===== src/rtl/mtimer_pkg.sv =====
// mtimer_pkg
//   Shared definitions for the memory-mapped machine timer:
//   register byte offsets, the CTRL register layout and a byte-lane
//   merge helper used by every writable register.
package mtimer_pkg;

    localparam logic [4:0] MTIME_LO_OFS    = 5'h00;
    localparam logic [4:0] MTIME_HI_OFS    = 5'h04;
    localparam logic [4:0] MTIMECMP_LO_OFS = 5'h08;
    localparam logic [4:0] MTIMECMP_HI_OFS = 5'h0C;
    localparam logic [4:0] CTRL_OFS        = 5'h10;

    // CTRL register as seen on the bus: [0]=EN, [8+]=DIV, rest read 0.
    // div is sized for the widest legal prescaler; unused upper bits stay 0.
    typedef struct packed {
        logic [23:0] div;
        logic [6:0]  reserved;
        logic        en;
    } mtimer_ctrl_t;

    // Replace the bytes of old_val whose enable is set with bytes of new_val.
    function automatic logic [31:0] merge_bytes(input logic [31:0] old_val,
                                                input logic [31:0] new_val,
                                                input logic [3:0]  ben);
        logic [31:0] res;
        res = old_val;
        for (int unsigned k = 0; k < 4; k++) begin
            if (ben[k]) begin
                res[8*k +: 8] = new_val[8*k +: 8];
            end
        end
        return res;
    endfunction

endpackage


===== src/rtl/mtimer_prescaler.sv =====
// mtimer_prescaler
//   Prescale counter for the machine timer. Counts while enabled and emits
//   a one-cycle tick when the count equals DIV, returning to zero.
// Ports:
//   clk_i, rst_n_i  clock, asynchronous active-low reset
//   en_i            count enable (frozen when low)
//   div_i           terminal count; tick period is div_i+1 cycles
//   tick_o          combinational tick, high on the cycle mtime advances
module mtimer_prescaler #(
    parameter int unsigned PRESCALE_W = 8
) (
    input  logic                  clk_i,
    input  logic                  rst_n_i,
    input  logic                  en_i,
    input  logic [PRESCALE_W-1:0] div_i,
    output logic                  tick_o
);

    localparam logic [PRESCALE_W-1:0] PCNT_ONE = PRESCALE_W'(1);

    logic [PRESCALE_W-1:0] pcnt_q;
    logic [PRESCALE_W-1:0] pcnt_d;

    assign tick_o = en_i && (pcnt_q == div_i);

    // If DIV is lowered below the current count, the counter keeps going up,
    // wraps through zero and only then meets DIV again.
    always_comb begin
        pcnt_d = pcnt_q;
        if (tick_o) begin
            pcnt_d = '0;
        end else if (en_i) begin
            pcnt_d = pcnt_q + PCNT_ONE;
        end
    end

    always_ff @(posedge clk_i or negedge rst_n_i) begin
        if (!rst_n_i) begin
            pcnt_q <= '0;
        end else begin
            pcnt_q <= pcnt_d;
        end
    end

endmodule


===== src/rtl/mtimer.sv =====
// mtimer
//   Memory-mapped RISC-V machine timer: free-running 64-bit mtime with a
//   programmable prescaler, 64-bit mtimecmp and a registered level IRQ.
// Ports:
//   clk_i, rst_n_i  clock, asynchronous active-low reset
//   sel_i           block select from top-level address decode
//   addr_i          byte offset (addr_i[1:0] ignored)
//   wen_i, ben_i    write enable and byte enables
//   wdata_i         write data
//   rdata_o         combinational read data (0 when sel_i=0)
//   timer_irq_o     registered mtime >= mtimecmp
module mtimer
    import mtimer_pkg::*;
#(
    parameter int unsigned PRESCALE_W = 8,
    parameter logic [63:0] CMP_RST    = 64'hFFFF_FFFF_FFFF_FFFF
) (
    input  logic        clk_i,
    input  logic        rst_n_i,
    input  logic        sel_i,
    input  logic [4:0]  addr_i,
    input  logic        wen_i,
    input  logic [3:0]  ben_i,
    input  logic [31:0] wdata_i,
    output logic [31:0] rdata_o,
    output logic        timer_irq_o
);

    logic [63:0]  mtime_q, mtime_d;
    logic [63:0]  mtimecmp_q, mtimecmp_d;
    mtimer_ctrl_t ctrl_q, ctrl_d;
    logic         irq_q, irq_d;
    logic         tick;
    logic         wr;
    logic [31:0]  ctrl_merged;

    // All-zero byte enables make the access a no-op, including for the
    // write-wins-over-tick rule on mtime.
    assign wr = sel_i && wen_i && (|ben_i);

    mtimer_prescaler #(
        .PRESCALE_W (PRESCALE_W)
    ) u_prescaler (
        .clk_i   (clk_i),
        .rst_n_i (rst_n_i),
        .en_i    (ctrl_q.en),
        .div_i   (ctrl_q.div[PRESCALE_W-1:0]),
        .tick_o  (tick)
    );

    always_comb begin
        mtime_d     = mtime_q;
        mtimecmp_d  = mtimecmp_q;
        ctrl_d      = ctrl_q;
        ctrl_merged = merge_bytes(ctrl_q, wdata_i, ben_i);

        if (wr && addr_i[4:2] == MTIME_LO_OFS[4:2]) begin
            mtime_d[31:0] = merge_bytes(mtime_q[31:0], wdata_i, ben_i);
        end else if (wr && addr_i[4:2] == MTIME_HI_OFS[4:2]) begin
            mtime_d[63:32] = merge_bytes(mtime_q[63:32], wdata_i, ben_i);
        end else if (tick) begin
            mtime_d = mtime_q + 64'd1;
        end

        if (wr && addr_i[4:2] == MTIMECMP_LO_OFS[4:2]) begin
            mtimecmp_d[31:0] = merge_bytes(mtimecmp_q[31:0], wdata_i, ben_i);
        end
        if (wr && addr_i[4:2] == MTIMECMP_HI_OFS[4:2]) begin
            mtimecmp_d[63:32] = merge_bytes(mtimecmp_q[63:32], wdata_i, ben_i);
        end

        // Only EN and the implemented DIV bits are stored.
        if (wr && addr_i[4:2] == CTRL_OFS[4:2]) begin
            ctrl_d                       = '0;
            ctrl_d.en                    = ctrl_merged[0];
            ctrl_d.div[PRESCALE_W-1:0]   = ctrl_merged[8 +: PRESCALE_W];
        end

        irq_d = (mtime_q >= mtimecmp_q);
    end

    always_ff @(posedge clk_i or negedge rst_n_i) begin
        if (!rst_n_i) begin
            mtime_q    <= '0;
            mtimecmp_q <= CMP_RST;
            ctrl_q     <= '0;
            irq_q      <= 1'b0;
        end else begin
            mtime_q    <= mtime_d;
            mtimecmp_q <= mtimecmp_d;
            ctrl_q     <= ctrl_d;
            irq_q      <= irq_d;
        end
    end

    assign timer_irq_o = irq_q;

    always_comb begin
        rdata_o = '0;
        if (sel_i) begin
            unique case (addr_i[4:2])
                MTIME_LO_OFS[4:2]:    rdata_o = mtime_q[31:0];
                MTIME_HI_OFS[4:2]:    rdata_o = mtime_q[63:32];
                MTIMECMP_LO_OFS[4:2]: rdata_o = mtimecmp_q[31:0];
                MTIMECMP_HI_OFS[4:2]: rdata_o = mtimecmp_q[63:32];
                CTRL_OFS[4:2]:        rdata_o = ctrl_q;
                default:              rdata_o = '0;
            endcase
        end
    end

endmodule


===== config.mk =====
export PLATFORM = sky130hd
export DESIGN_NAME = mtimer
export DESIGN_NICKNAME = d
export VERILOG_FILES = /design/src/rtl/mtimer_pkg.sv /design/src/rtl/mtimer_prescaler.sv /design/src/rtl/mtimer.sv
export SDC_FILE = /design/constraint.sdc
export NUM_CORES = 1
export LEC_CHECK = 0
export CAP_MARGIN = 20
export CORE_UTILIZATION = 60
export CTS_BUF_LIST = sky130_fd_sc_hd__clkbuf_4 sky130_fd_sc_hd__clkbuf_8
export DETAILED_ROUTE_END_ITERATION = 6
export PLACE_DENSITY = 0.81
export RECOVER_POWER = 100
export SYNTH_ARGS = -nofsm -noshare
export SYNTH_HDL_FRONTEND = slang
export SYNTH_SLANG_ARGS = --single-unit

===== constraint.sdc =====
create_clock -name clk_i -period 2.8 [get_ports clk_i]
set_input_delay 0.28 -clock clk_i [delete_from_list [all_inputs] [get_ports clk_i]]
set_output_delay 0.28 -clock clk_i [all_outputs]
set_load 0.01 [all_outputs]

==> flow_summary.ini <==
[timing]
skew_ns = 0.0127
grt_setup_unrepaired = no
timing.hold.ws_ns = 0.449
fin_crit_ns = 2.77
fmax_mhz = 362
hold_violations = 0
setup_violations = 0
fin_crit_sh = 0.988
slew_viol_final = 62
max_slew.worst_pin.slew_ns = 1.59
relSlewSlack = -0.0630
finalSetupTns_ns = 0

[synth]
synth-seq-cells = 146
synth_edf_count = 0
ys_warn_count = 0
yosysTopAreaCell = dfrtp_1
avgSynthCellArea_sq_um = 8.77
synth_area_leaders = dfrtp_1 20%, dfstp_2 16%, ha_1 7.9%
synth_async_sr_flop_share = 1.00
synthCells = 1188
seq_area_frac_synth = 0.358
ys.flop_type = dfrtp_1
synthesis.area_sq_um = 10400
synth_top_area_frac = 0.197
syn_nets = 1299
ys_types = 81

[critical_path]
r2r_cells = 8
r2r-start = mtimecmp_q[17]
cp_cell_sequence = inv_1 > ha_1 > a21oi_1 > o21ai_0 > a221o_1 > a211o_1 > a32o_1 > or3_4
crit_family = compound AO/OA/AOI/OAI gates
end_kind = flip-flop
crit_cells = 8
reg2reg_slack_ns = 0.03
critical_path_required_ns = 3.15
rr_endpoint = timer_irq_o
cp-start-kind = flip-flop
worstPathArrival_ns = 3.11
slowest_delay_ns = 0.56
critPathSlowestCell = dfstp_2
endpoint = timer_irq_o
crit_start = mtimecmp_q[17]
cp_max_fo = 3
setup.worst_path.class = flip-flop to flip-flop
path_buf_inv = 1

[flow_run]
max-cap-violations = 1

[pwr]
power.density_nw_per_um2 = 627
finalPower_mw = 7.78
p_leak_nw = 5.26
irDropWorstVdd_v = 0.000409

[detailed_routing]
drt_first_pass_iters = 5
drt_iter0_drc = 1312
avgViaCountPerCell = 6.78
drtAntennaViolNets = 0
wl_um = 36000
drc = 0
wl_per_cell_um = 23.1
vias = 10600

[floorplan]
num_rows = 47
fp.dieW_um = 134
chipHeight_um = 134
dieArea_sq_um = 17900
initial_core_util = 0.622
core_area_sq_um = 16800
ioPinCount = 78

[place]
gp_congestion = 1.06
io_buffers = 75
place_hpwl_um = 26400

[cts]
cts_setup_buffers = 0
numCtsBuffers = 17
htreeDepth = 4
cts_root_buf = clkbuf_8
cts.sinks = 146
cts_tree = done
clk_pin_slew_ns = 0.09
clock_latency_ns = 0.48
cts_buffer_depth = 2

[outcome]
status = finished with violations
violations = max-capacitance violations, max-slew violations

[cells_and_area]
final_layout_size_suffix_gt1_frac = 0.202
synthToLayoutAreaGrowth_pct = 19.1
most-common-layout-cells = 118 x nor2_1, 118 x nand2_1, 82 x dfrtp_1, 82 x buf_4, 77 x inv_1
final_nets = 1434
postLayoutCoreUtil = 0.740
diodes = 0

[global_routing]
first_global_vias = 10100
grt.total_usage = 0.411
grt_pass1_wl_um = 55200
antenna_found_initial = 1
overflow = 0
grt_max_degree = 62

[hold_path]
worst_hold_path_type = primary input to flip-flop
## layout make-up
type | count | area, sq um
clock inverters | 13 | 206
inverters | 77 | 289
fillers | 1322 | 4360
clock buffers | 19 | 255
flip-flops and latches | 146 | 3730
repair buffers | 184 | 1530
well taps | 220 | 275
multi-input cells | 897 | 6110
## worst reg2reg max path, delay by kind of cell (launching register included)
kind | cells | cell delay, ns
compound gates | 5 | 1.40
fa+ha+maj | 1 | 0.31
buf+inv | 1 | 0.05
flops | 1 | 0.56
simple gates | 1 | 0.33
## repair_timing
action,4_1_cts,5_1_grt
setup endpoints to repair,0,2
endpoints found under the hold margin,27,0
gates resized for setup,0,4
hold buffers,1,0
## flip-flops by register name (all words and copies together), names as in the netlist
name                flops
mtime_q                64
ctrl_q                  9
timer_irq_o             1
mtimecmp_q             64
u_prescaler.pcnt_q      8
## routing by layer
metal | wire, um | global-route usage | vias to the layer above
li1 | - | - | 4679
met1 | 14500 | 0.552 | 5026
met2 | 15800 | 0.611 | 720
met3 | 4350 | 0.120 | 130
met4 | 1290 | 0.184 | 2
met5 | 13 | 0 | -
## report_power, final
| part | switching (mW) | internal [mW] | leakage, nW | total, mW |
|---|---|---|---|---|
| combinational | 1.46 | 1.19 | 3.37 | 2.65 |
| clock | 0.898 | 1.10 | 0.230 | 1.99 |
| sequential | 0.450 | 2.68 | 1.67 | 3.13 |
| total | 2.81 | 4.97 | 5.26 | 7.78 |
## how the worst min path moves through the flow
stage           startpoint             end  slack, ns  cells past startpoint
2_1_floorplan      rst_n_i       ctrl_q[0]      -0.02                      0
4_1_cts            rst_n_i      mtime_q[5]       0.36                      2
3_3_place_gp       rst_n_i      mtime_q[5]       0.29                      1
3_5_place_dp       rst_n_i      mtime_q[5]       0.30                      1
5_1_grt        wdata_i[25]  mtimecmp_q[57]       0.47                      3
6_report       wdata_i[25]  mtimecmp_q[57]       0.45                      3
## kinds of logic after synthesis
family | share of synthesized area
flops | 0.358
mux | 0.0739
compound gates | 0.212
fa+ha+maj | 0.0793
buf+inv | 0.0552
simple gates | 0.210
xor+xnor | 0.0118
## per-stage QoR
| step | std cells | instance area (sq um) | setup slack [ns] |
|---|---|---|---|
| 6_report | 1556 | 12400 | 0.0342 |
| 5_1_grt | 1556 | 12400 | 0.00907 |
| 4_1_cts | 1556 | 12500 | 0.0565 |
| 3_5_place_dp | 1523 | 12000 | -0.0161 |
| 3_3_place_gp | 1523 | 12000 | 0.00249 |
| 2_1_floorplan | 1188 | 10400 | 0.524 |
## synthesized netlist by cell type (all sizes together) (4+ instances only)
| master | instances |
|---|---|
| or2 | 4 |
| or4 | 7 |
| nand4 | 36 |
| and2 | 8 |
| and4 | 10 |
| mux2i | 24 |
| a311oi | 5 |
| nor3 | 20 |
| inv | 77 |
| clkbuf | 46 |
| nand2 | 118 |
| o211ai | 5 |
| o32a | 6 |
| o21ai | 70 |
| nor4 | 21 |
| mux2 | 45 |
| a2bb2oi | 5 |
| a31oi | 10 |
| a21o | 14 |
| xor2 | 4 |
| a211oi | 4 |
| dfstp | 64 |
| a31o | 5 |
| o31ai | 7 |
| a21oi | 60 |
| dfrtp | 82 |
| nand3 | 53 |
| o22a | 20 |
| ha | 66 |
| nor3b | 4 |
| a22oi | 23 |
| o22ai | 9 |
| buf | 22 |
| nor2 | 119 |
| a221oi | 25 |
| and3 | 22 |
| o311ai | 10 |
| xnor2 | 10 |
| a22o | 5 |
| a32o | 4 |
Note: power is estimated with default switching activity, not from simulation.
